File: src/rtl/jellyvl_data_fifo_sync.sv
// rtl/jellyvl_data_fifo_sync.sv - single-clock valid/ready stream FIFO with occupancy and free counters
module jellyvl_data_fifo_sync #(
  parameter int                   DATA_BITS = 8,
  parameter int                   PTR_BITS  = 4,
  parameter logic [DATA_BITS-1:0] INIT_DATA = '0
) (
  input  logic                 clk,
  input  logic                 reset,
  input  logic                 cke,
  input  logic [DATA_BITS-1:0] s_data,
  input  logic                 s_valid,
  output logic                 s_ready,
  output logic [PTR_BITS:0]    s_free_count,
  output logic [DATA_BITS-1:0] m_data,
  output logic                 m_valid,
  input  logic                 m_ready,
  output logic [PTR_BITS:0]    m_data_count
);

  localparam int                DEPTH     = 1 << PTR_BITS;
  localparam logic [PTR_BITS:0] DEPTH_CNT = (PTR_BITS + 1)'(DEPTH);

  logic [DATA_BITS-1:0] mem [DEPTH];
  logic [PTR_BITS-1:0]  wptr;
  logic [PTR_BITS-1:0]  rptr;
  logic [PTR_BITS:0]    cnt;
  logic [PTR_BITS:0]    next_cnt;
  logic                 written;
  logic                 wr_en;
  logic                 rd_en;

  assign wr_en = cke && s_valid && s_ready;
  assign rd_en = cke && m_valid && m_ready;

  always_comb begin
    next_cnt = cnt;
    if (wr_en && !rd_en) begin
      next_cnt = cnt + (PTR_BITS + 1)'(1);
    end else if (!wr_en && rd_en) begin
      next_cnt = cnt - (PTR_BITS + 1)'(1);
    end
  end

  // Storage has no reset so it maps onto distributed RAM.
  always_ff @(posedge clk) begin
    if (!reset && wr_en) begin
      mem[wptr] <= s_data;
    end
  end

  always_ff @(posedge clk) begin
    if (reset) begin
      wptr    <= '0;
      rptr    <= '0;
      cnt     <= '0;
      written <= 1'b0;
      s_ready <= 1'b0;
      m_valid <= 1'b0;
    end else if (cke) begin
      if (wr_en) begin
        wptr    <= wptr + PTR_BITS'(1);
        written <= 1'b1;
      end
      if (rd_en) begin
        rptr <= rptr + PTR_BITS'(1);
      end
      cnt     <= next_cnt;
      s_ready <= (next_cnt != DEPTH_CNT);
      m_valid <= (next_cnt != '0);
    end
  end

  // Until the first write the RAM holds nothing meaningful, so show INIT_DATA.
  assign m_data       = written ? mem[rptr] : INIT_DATA;
  assign m_data_count = cnt;
  assign s_free_count = DEPTH_CNT - cnt;

endmodule

File: config.mk
export PLATFORM = sky130hd
export DESIGN_NAME = jellyvl_data_fifo_sync
export DESIGN_NICKNAME = d
export VERILOG_FILES = /design/src/rtl/jellyvl_data_fifo_sync.sv
export SDC_FILE = /design/constraint.sdc
export NUM_CORES = 1
export LEC_CHECK = 0
export CORE_MARGIN = 2
export CORE_UTILIZATION = 53
export CTS_CLUSTER_DIAMETER = 100
export DETAILED_ROUTE_END_ITERATION = 16
export GPL_TIMING_DRIVEN = 0
export PLACE_DENSITY_LB_ADDON = 0.1
export SETUP_SLACK_MARGIN = 0.1
export SYNTH_ARGS = -nofsm -noshare
export SYNTH_HDL_FRONTEND = slang
export SYNTH_SLANG_ARGS = --single-unit
File: constraint.sdc
create_clock -name clk -period 2.49 [get_ports clk]
set_input_delay 0.747 -clock clk [delete_from_list [all_inputs] [get_ports clk]]
set_output_delay 0.747 -clock clk [all_outputs]
set_load 0.005 [all_outputs]
# == After elaboration in Yosys (flattened, before gate mapping) ==
# Memories as Yosys holds them, arrays and structs flattened. A register that Yosys moved wholly into a read port is not among the register bits.
# Index checks and enable logic that the tools add are counted.
# totals
ff_bits,16
ram_bits,128
input_bits,13
wordCells,33
memories,1
# op_classes
n_addsub,5
eq_ne,1
mux,7
n_reduce_logical,13
# memory_table
name,depth,width,read_ports,rd_clocked_by_memory_dff,write_ports,line,rtl
mem,16,8,1,1,1,23,logic [DATA_BITS-1:0] mem [DEPTH];
# op_table
op,n
$mux W5,2
$add A4 B1 Y4 const B,2
$mux W4,2
$mux W8,1
$logic_and A1 B1 Y1,7
$add A5 B1 Y5 const B,1
$ne A5 B5 Y1 const B,1
$reduce_bool A5 Y1,1
$sub A5 B1 Y5 const B,1
$sub A5 B5 Y5 const A,1
$reduce_and A2 Y1,2
$logic_not A1 Y1,3
$mux W1,2

# == Logic depth before layout (Yosys ltp) ==
# depth
ltp_word,7
depth_mapped,8
ltp_nobuf,7

# == Worst setup path before layout ==
# OpenSTA, ideal clock, no wires.
# synth_timing
path_kind,reg-to-output
startpoint,register with a tool-made name
endpoint,output port m_data[0]
arrival_ns,1.740
setup_slack_ns,0.003
path_stages_with_launch,6
n_path_buf,2
cell_sequence,dfxtp_1 -> buf_6 -> buf_4 -> mux4_2 -> mux4_2 -> and2_1
# synth_rtl
item,line,rtl
"end, declared",14,"output logic [DATA_BITS-1:0] m_data,"

==> key figures <==
STA
  – FMAX: 306 MHz
  – Worst-Margin Slew: 0.838 ns
  – Clk_skew: 0.00746 ns
  – Final Hold Fails: 0
  – Final setup vio count: 8
  – Final setup margin: -0.773 ns
  – WHS: 0.503 ns
  – Period minus WS final: 3.26 ns
  – RSZ-0062 raised after global routing: true
  – Final Max Tran Viols: 0
  – Setup TNS: -5.78 ns
  – Final Cycle Share: 131%
  – Worst slew margin: 44.1%

Worst setup path
  – Crit path to: m_data[0]
  – Critical path class: reg -> out
  – Reg2reg end: mem[8][1]$_DFFE_PP_
  – Crit path launch type: flop
  – Critical path arrival: 2.52 ns
  – Reg-to-reg startpoint: s_ready$_SDFFE_PP0P_
  – Reg2reg path depth: 4
  – Req. time, crit path: 1.74 ns
  – Worst Path Max Fanout: 5
  – FF-to-FF setup slack: 0.51 ns
  – Critical Path Sink Type: output pin

CTS
  – CTS Hold Bufs: 0
  – Sink Count: 148
  – CTS tree: built
  – Max clock buf depth: 2
  – Num CTS Buffers: 17
  – Clock transition at path regs: 0.06 ns
  – CTS root buf: clkbuf_16
  – Clk Latency, worst-skew pair: 0.42 ns
  – CTS H-tree depth: 4

Drt
  – DR WL/cell: 23.8 um
  – Vias per inst: 5.90
  – DRC: 0
  – DR vias: 3,268
  – Drt total wl: 13,200 um
  – DRT antenna net count: 0
  – Drt pass-1 iters: 5
  – DR iter-0 viols: 243

Power and ir drop
  – Max IR drop VDD: 0.420 mV
  – Power per cell area: 751 nW/um2
  – P_sw: 1.17 mW
  – Sequential cell fraction of total power: 47.6%
  – Total Power: 5.73 mW
  – Cell internal pwr: 4.56 mW
  – Clock network power share: 46.5%
  – Sw Ratio: 20.4%
  – Leak: 2.54 nW
  – Gate power share: 6.0%

Die
  – Die Ht: 110 um
  – Die area: 12,200 um2
  – FP Rows: 38
  – Io pins: 33
  – Core footprint: 10,900 um2
  – Die width: 110 um
  – Initial Util: 54.8%

Worst hold path
  – Hold Path Class: reg -> reg

Global routing
  – Total Routing Usage GR: 23.8%
  – First-pass GRT wire length: 19,600 um
  – Largest net degree at the start of global routing: 17
  – Initial antenna violation count: 0
  – Vias in the first global route: 3,305
  – Congestion Overflow GR: 0

Place
  – Port Buffers: 32
  – RePlAce Congestion: 0.765
  – Area after DPL: 6540 um2
  – Detailed placement HPWL: 7910 um

Synthesis
  – Netlist cell types: 35
  – Mapped Nets: 348
  – Synth async-reset ratio: 0%
  – Mapped cell area: 6000 um2
  – Warnings, synthesis: 0
  – Synth Flop Type: edfxtp_1
  – EDFF count, synth: 128
  – Cell count after synthesis: 327
  – Number of synthesized register bits: 148
  – Sequential area share after synthesis: 70.8%
  – Syn Area/Cell: 18.3 um2

Finish
  – Final Instance Area: 7630 um2
  – Layout cells sized above 1: 35.5%
  – Filler instances: 716
  – Synthesis-to-layout area growth: 27.3%
  – Finished Core Util: 69.8%
  – Final net count: 423
  – Diodes inserted: 0

Flow run
  – Max-Cap Viols: 0

Status
  – Status: finished, violations left
  – Violated checks: negative setup slack
==> layer usage <==
layer / global-route usage (%) / share of wire [%] / up-vias
met2: 38.5 / 51 / 93
met1: 31.7 / 42 / 1707
li1: - / - / 1444
met3: 5.64 / 4.9 / 24
met5: 0 / 0 / -
met4: 8.93 / 2.0 / 0
==> critical path, stage by stage, from the launching register on <==
cell and delay, ns:
dfxtp_2 0.33, buf_8 0.14, buf_6 0.11, buf_6 0.10, buf_16 0.12, mux4_2 0.52
mux4_2 0.50, and2_4 0.16, buf_6 0.11
==> worst min-delay path by stage <==
stage | slack (ns) | depth (start not counted) | from | to
after floorplan | 0.46 | 2 | rptr[3]$_SDFFE_PP0P_ | flop
after global placement | 0.48 | 2 | rptr[3]$_SDFFE_PP0P_ | rptr[3]$_SDFFE_PP0P_
after detailed placement | 0.50 | 2 | rptr[3]$_SDFFE_PP0P_ | rptr[3]$_SDFFE_PP0P_
after CTS | 0.51 | 2 | rptr[3]$_SDFFE_PP0P_ | flop
after global routing | 0.52 | 2 | rptr[3]$_SDFFE_PP0P_ | flop
final | 0.50 | 2 | rptr[3]$_SDFFE_PP0P_ | flop
==> flip-flops by register name, summed over array words and instances, names as in the netlist, named ones only <==
signal / count
written: 1
mem: 128
wptr: 4
rptr: 4
s_ready: 1
m_data_count: 5
m_valid: 1
==> synth_stat cells (all sizes together), types with 6 or more instances <==
library cell / count / area [um2]
xor2: 7 / 61.3
ha: 8 / 100
clkbuf: 7 / 26.3
xnor2: 7 / 61.3
and2: 21 / 131
nor2: 23 / 86.3
buf: 9 / 56.3
dfxtp: 20 / 400
edfxtp: 128 / 3840
mux4: 40 / 901
nand3: 6 / 30.0
nand2: 11 / 41.3
inv: 8 / 30.0
==> per-stage QoR <==
stage               std cells  setup WS, ns
finish                    554        -0.773
floorplan                 327        0.0604
CTS                       553        -0.770
detailed placement        499        -0.834
global placement          499        -0.826
global route              554        -0.828
==> cell families (layout without fill, tap and decap cells) <==
logic type / count (synthesis) / in the layout / synth area share [%]
buf+inv: 24 / 111 / 1.88
mux: 42 / 42 / 15.4
flops: 148 / 148 / 70.8
xor+xnor: 14 / 14 / 2.04
simple gates: 73 / 73 / 6.18
fa+ha+maj: 8 / 8 / 1.67
compound gates: 18 / 18 / 2.11
==> cell type report <==
type,instances,area [um2],area share (%)
inverter,8,30.0,0.393
sequential,148,4250,55.7
buffer,16,146,1.92
clock inverter,13,184,2.41
tap,140,175,2.30
clock buffer,18,429,5.62
timing repair buffer,56,622,8.15
multi-input combinational,155,1800,23.6
==> power groups by stage <==
stage	sequential [mW]	clock, mW	combinational [mW]
2_1_floorplan	2.77	0	0.152
3_3_place_gp	2.78	0	0.279
3_5_place_dp	2.78	0	0.284
4_1_cts	2.73	2.68	0.337
5_1_grt	2.73	2.79	0.371
6_report	2.73	2.66	0.341
==> repair_timing <==
action / 4_1_cts / 5_1_grt
endpoints found under the setup margin: 140 / 138
pin swaps: 5 / 2
cloned: 2 / 0
gates resized for setup: 100 / 12
setup buffers: 21 / 1
==> layout by cell type (no fill, tap or decap), drive strengths merged, types with 9 or more instances in the layout <==
master / instances
edfxtp: 128
clkbuf: 28
dfxtp: 20
clkdlybuf4s50: 19
inv: 9
and2: 21
nor2: 23
buf: 39
nand2: 11
mux4: 40
Note: power is estimated with default switching activity, not from simulation.
